File: src/rtl/sample_loader.sv
// Collects four upstream samples into a 4-word store, optionally bit-reversing the
// write address, then holds the complete frame until downstream acknowledges it.
module sample_loader #(
    parameter int WORD_SIZE   = 16,
    parameter int BIT_REVERSE = 1
) (
    input  logic                 i_clk,
    input  logic                 i_rst,
    input  logic                 i_valid,
    input  logic [WORD_SIZE-1:0] i_word,
    output logic                 o_ready,
    output logic                 o_wr_en,
    output logic [1:0]           o_address,
    output logic [WORD_SIZE-1:0] o_word,
    output logic                 o_frame_valid,
    input  logic                 i_frame_ack,
    output logic                 o_drop,
    output logic [7:0]           o_frame_cnt
);

    typedef enum logic [1:0] {
        FILL  = 2'd0,
        FLUSH = 2'd1,
        HOLD  = 2'd2
    } state_t;

    state_t               state_q, state_d;
    logic [1:0]           n_q, n_d;
    logic                 wr_en_q, wr_en_d;
    logic [1:0]           address_q, address_d;
    logic [WORD_SIZE-1:0] word_q, word_d;
    logic                 drop_q, drop_d;
    logic [7:0]           frame_cnt_q, frame_cnt_d;

    logic                 ready;
    logic                 accept;
    logic [1:0]           n_rev;
    logic [1:0]           slot_addr;

    // Mirror the index bits so samples land in bit-reversed order.
    generate
        for (genvar gi = 0; gi < 2; gi++) begin : g_rev
            assign n_rev[gi] = n_q[1-gi];
        end
    endgenerate

    assign slot_addr = (BIT_REVERSE != 0) ? n_rev : n_q;
    assign ready     = (state_q == FILL);
    assign accept    = i_valid & ready;

    always_comb begin
        state_d     = state_q;
        n_d         = n_q;
        wr_en_d     = accept;
        address_d   = address_q;
        word_d      = word_q;
        drop_d      = i_valid & ~ready;
        frame_cnt_d = frame_cnt_q;

        if (accept) begin
            n_d       = n_q + 2'd1;
            address_d = slot_addr;
            word_d    = i_word;
        end

        case (state_q)
            FILL: begin
                if (accept && (n_q == 2'd3)) begin
                    state_d = FLUSH;
                end
            end
            // Single cycle that carries the registered fourth write strobe.
            FLUSH: begin
                state_d = HOLD;
            end
            HOLD: begin
                if (i_frame_ack) begin
                    state_d     = FILL;
                    frame_cnt_d = frame_cnt_q + 8'd1;
                end
            end
            default: begin
                state_d = FILL;
            end
        endcase
    end

    always_ff @(posedge i_clk or posedge i_rst) begin
        if (i_rst) begin
            state_q     <= FILL;
            n_q         <= 2'd0;
            wr_en_q     <= 1'b0;
            address_q   <= 2'd0;
            word_q      <= '0;
            drop_q      <= 1'b0;
            frame_cnt_q <= 8'd0;
        end else begin
            state_q     <= state_d;
            n_q         <= n_d;
            wr_en_q     <= wr_en_d;
            address_q   <= address_d;
            word_q      <= word_d;
            drop_q      <= drop_d;
            frame_cnt_q <= frame_cnt_d;
        end
    end

    assign o_ready       = ready;
    assign o_wr_en       = wr_en_q;
    assign o_address     = address_q;
    assign o_word        = word_q;
    assign o_frame_valid = (state_q == HOLD);
    assign o_drop        = drop_q;
    assign o_frame_cnt   = frame_cnt_q;

endmodule

File: config.mk
export PLATFORM = sky130hd
export DESIGN_NAME = sample_loader
export DESIGN_NICKNAME = d
export VERILOG_FILES = /design/src/rtl/sample_loader.sv
export SDC_FILE = /design/constraint.sdc
export NUM_CORES = 1
export LEC_CHECK = 0
export CAP_MARGIN = 20
export CORE_ASPECT_RATIO = 2
export CORE_MARGIN = 4
export CORE_UTILIZATION = 49
export CTS_BUF_LIST = sky130_fd_sc_hd__clkbuf_4
export DETAILED_ROUTE_END_ITERATION = 10
export PLACE_DENSITY = 0.89
export SETUP_SLACK_MARGIN = 0.05
export SLEW_MARGIN = 20
export SYNTH_ARGS = -nofsm -noshare
export SYNTH_HDL_FRONTEND = slang
export SYNTH_SLANG_ARGS = --single-unit
File: constraint.sdc
create_clock -name i_clk -period 2.25 [get_ports i_clk]
set_input_delay 0.225 -clock i_clk [delete_from_list [all_inputs] [get_ports i_clk]]
set_output_delay 0.225 -clock i_clk [all_outputs]
set_load 0.03 [all_outputs]
== After elaboration in Yosys (flattened, before gate mapping) ==
Cells that the tools add are included.
Operators by class
  add/subtract/negate cells: 2
  equality and inequality tests: 5
  multiplexer cells: 3
  bitwise operators: 3
  reduce and logical (&&, ||, !) cells: 4
Operators with widths (number)
  8-bit by 1-bit adder with 8-bit output, second input constant: 1
  2-bit one-hot mux with 3 select lines: 1
  2-bit equality test, second input constant: 2
  2-bit 2-to-1 mux: 2
  2-bit by 1-bit inequality test with 1-bit output, second input constant: 2
  2-bit AND reduction: 2
  2-bit by 1-bit adder with 2-bit output, second input constant: 1
  1-bit bitwise AND: 2
  2-bit by 1-bit equality test with 1-bit output, second input constant: 1
  2-bit logical NOT: 1
  1-bit logical AND: 1
  1-bit inverter: 1
Word-level totals
  bits in registers: 32
  word-level logic and storage cells: 24

== Depth between registers and ports, before layout ==
  depth after elaboration: 5
  gate-level depth with buffers: 4
  gate-level depth less buffers: 4

== Worst setup path before layout ==
OpenSTA, ideal clock, no wires.
  path type: reg2reg
  start: register state_q[1]
  end: register address_q[0] (netlist: o_address[0])
  data arrival time: 1.416 ns
  path slack: 0.709 ns
  cell stages (with the launch flop): 5
  buffers on the path: 1
  clock period less this slack: 1.541 ns
  path through: dfrtp_1 > nor2_2 > and2_4 > buf_12 > mux2_4
On the way
  cells in the longest elaborated chain, start to end: 2
RTL lines
  from (decl): line 27  | state_t state_q, state_d;
  from (signal assigned): line 98  | state_q <= state_d;
  2-bit logical NOT: line 48  | assign ready = (state_q == FILL);
  via o_ready: line 11  | output logic o_ready,
  1-bit bitwise AND: line 49  | assign accept = i_valid & ready;
  to (signal assigned): line 101  | address_q <= address_d;
  to (decl): line 30  | logic [1:0] address_q, address_d;
The timed path passes the listed nets, and every way through them passes these cells.
A chain may end at the register's enable or synchronous reset.

== Worst setup path after layout ==
  start: register state_q[0]
  end: output port o_frame_valid
On the way
  cells in the longest elaborated chain, start to end: 1
RTL lines
  2-bit equality test: line 112  | assign o_frame_valid = (state_q == HOLD);
  to (decl): line 15  | output logic o_frame_valid,
Every way passes these cells.

==> qor.csv <==
stage;metric;value;unit
synth;Yosys top cell area share;59.3;%
clock_tree;clk buf depth;2;
worst_setup_path;crit start category;flop;
routing;DRT antenna net count;0;
global_route;initial antenna violation count;0;
clock_tree;TritonCTS Buffers;5;
sta;Final Hold Vio Count;0;
clock_tree;Clk pin slew, worst setup/hold paths;0.11;ns
sta;Final min period;1.91;ns
finish;FILL cells;179;
worst_setup_path;critical path endpoint category;output port;
finish;Area Overhead vs Synth;42.4;%
power;VDD IR-drop max;1160;uV
placement;GPL Wtd Cong;0.781;
finish;most frequent cells in the layout;49 x clkdlybuf4s50_1, 32 x dfrtp_1, 18 x mux2_4;
worst_setup_path;Crit-path slowest cell;clkdlybuf4s50_1;
placement;placed wire-length estimate;2030;um
floorplanning;row count;26;
floorplanning;Core Footprint;2600;um2
floorplanning;total I/O pin count;50;
run_status;result of the run;finished, final reports clean;
placement;Place WS;0.605;ns
min_path;hold crit path type;primary input to asynchronous set/reset pin;
sta;Final Worst Setup Slack;0.343;ns
clock_tree;Worst-Skew Late Latency;0.34;ns
sta;endpoints failing setup;0;
clock_tree;PostCTS Resize Cnt;0;
finish;Nets;162;
sta;crit share post-route;84.7;%
placement;Placed Area;1840;um2
synth;Syn. warnings;0;
worst_setup_path;critical path class;flop to output port;
routing;via/cell ratio;5.15;
clock_tree;Setup Buffers After CTS;0;
sta;setup TNS;0;ns
clock_tree;CTS tree;built;
global_route;vias in the first global route;963;
run;max cap viols;0;
routing;mean routed wirelength per cell;16.8;um
power;Power per Cell Area;1580;nW/um2
synth;average size of a mapped cell;15.9;um2
finish;commonest non-fill, non-tap cell in the layout;clkdlybuf4s50_1;
synth;Synthesized Nets;107;
worst_setup_path;worst-path cell chain;and2b_2 -> clkdlybuf4s50_1;
worst_setup_path;CP Data Required Time;2.03;ns
finish;n_diodes;0;
sta;Rel. slew slack;73.4;%
synth;Synth Cell Area;1350;um2
clock_tree;cts hold-fix bufs;0;
worst_setup_path;CP arrival;1.68;ns
synth;Synth cell types;18;
floorplanning;Initial Utilization;51.9;%
clock_tree;CTS sink cnt;32;
routing;DRT Wirelength;2830;um
sta;RSZ-0062 raised after global routing;no;
worst_setup_path;max incr delay on CP;0.67;ns
clock_tree;CTS H-tree lvls;2;
worst_setup_path;Worst Path Max Fanout;5;
worst_setup_path;worst r2r path cells;3;
clock_tree;CTS root buf;clkbuf_4;
sta;Worst-Margin Slew;0.399;ns
sta;hold_ws;0.251;ns
sta;fmax;0.525;GHz
synth;Post-Synthesis Cells;85;
floorplanning;Die Y;82.2;um
power;P_leak;0.895;nW
global_route;first-pass GRT wire length;4450;um
placement;PortBufs;49;
routing;DR iter-0 viols;13;
floorplanning;Die Area;3710;um2
routing;Residual DRC;0;
synth;post-synthesis sequential area ratio;59.3;%
finish;Design Area, Final;1920;um2
sta;Max Slew Vio Count;0;
routing;vias;870;
global_route;GRT Residual Overflow;0;
global_route;largest net degree at the start of global routing;33;
routing;Pre-antenna DRT Iters;4;
global_route;GR Util All Layers;17.2;%
synth;Synth area leader;dfrtp_1;
finish;fraction of layout cells with a size suffix above 1;24.8;%
sta;Setup Skew;0.0187;ns
synth;Yosys reg bits;32;
synth;Synth area leaders;dfrtp_1 59%, mux2_4 20%, xor2_1 3.9%;
floorplanning;Die Span X;45.1;um
critical path: cells and delay by family, from the launching register on:
kind	cells	cell delay (ns)
flops	1	0.43
simple gates	1	0.25
buf+inv	1	0.67
final cells by class:
cell class / instances / area, um2 / area share, %
Clock buffer: 6 / 45.0 / 2.34
Sequential cell: 32 / 801 / 41.6
Tap cell: 28 / 35.0 / 1.82
Clock inverter: 2 / 35.0 / 1.82
Multi-Input combinational cell: 50 / 505 / 26.3
Inverter: 1 / 3.75 / 0.195
Timing Repair Buffer: 50 / 498 / 25.9
power by group:
part	switching (W)	leakage [nW]	internal, W
Combinational	0.000800	0.457	0.000794
Sequential	0.000177	0.392	0.000823
Clock	0.000195	0.0456	0.000245
Total	0.00117	0.895	0.00186
state kept, by name (all words and copies together), names as in the netlist:
register     cells
o_word          16
state_q          2
o_frame_cnt      8
o_address        2
o_drop           1
n_q              2
o_wr_en          1
logic make-up (layout without fill, tap and decap cells):
family	Yosys count	after routing	synth area share [%]
xor gates and xnor gates	8	8	5.19
muxes	21	21	22.5
DFF	32	32	59.3
and+or+nand+nor	19	19	7.88
buffers and inverters	3	59	3.24
adders and majority gates	2	2	1.85
synthesized netlist by cell type (all sizes together):
master / number
and2: 1
and2b: 2
and3: 1
buf: 2
dfrtp: 32
ha: 2
inv: 1
mux2: 21
nand2: 4
nand3: 1
nand4: 2
nand4b: 1
nor2: 5
nor3: 2
xnor2: 2
xor2: 6
worst paths after layout:
check / start / to / slack, ns
hold reg to reg: o_frame_cnt[7]$_DFFE_PP0P_ / o_frame_cnt[7]$_DFFE_PP0P_ / 0.47
min in group i_clk: o_frame_cnt[7]$_DFFE_PP0P_ / o_frame_cnt[7]$_DFFE_PP0P_ / 0.47
hold / removal: i_rst / o_address[1]$_DFFE_PP0P_ / 0.25
setup / recovery: state_q[0]$_DFFE_PP0P_ / o_frame_valid / 0.34
max in group asynchronous: i_rst / o_frame_cnt[0]$_DFFE_PP0P_ / 1.69
setup reg to reg: state_q[1]$_DFFE_PP0P_ / n_q[1]$_DFFE_PP0P_ / 0.73
per-layer routing:
layer | track usage, % | up-vias | routed length [um]
met5 | 0 | - | 0
li1 | - | 396 | -
met4 | 11.4 | 0 | 85
met1 | 17.6 | 439 | 1000
met2 | 29.1 | 29 | 1590
met3 | 4.99 | 6 | 161
through the flow:
| stage | power (W) | util, % | cells |
|---|---|---|---|
| after global placement | 0.00257 | 70.8 | 161 |
| after global routing | 0.00319 | 73.9 | 169 |
| after CTS | 0.00307 | 73.9 | 169 |
| after detailed placement | 0.00261 | 70.8 | 161 |
| after floorplan | 0.00204 | - | 85 |
| final | 0.00303 | 73.9 | 169 |
No activity file was read; power rests on OpenSTA's default activity.
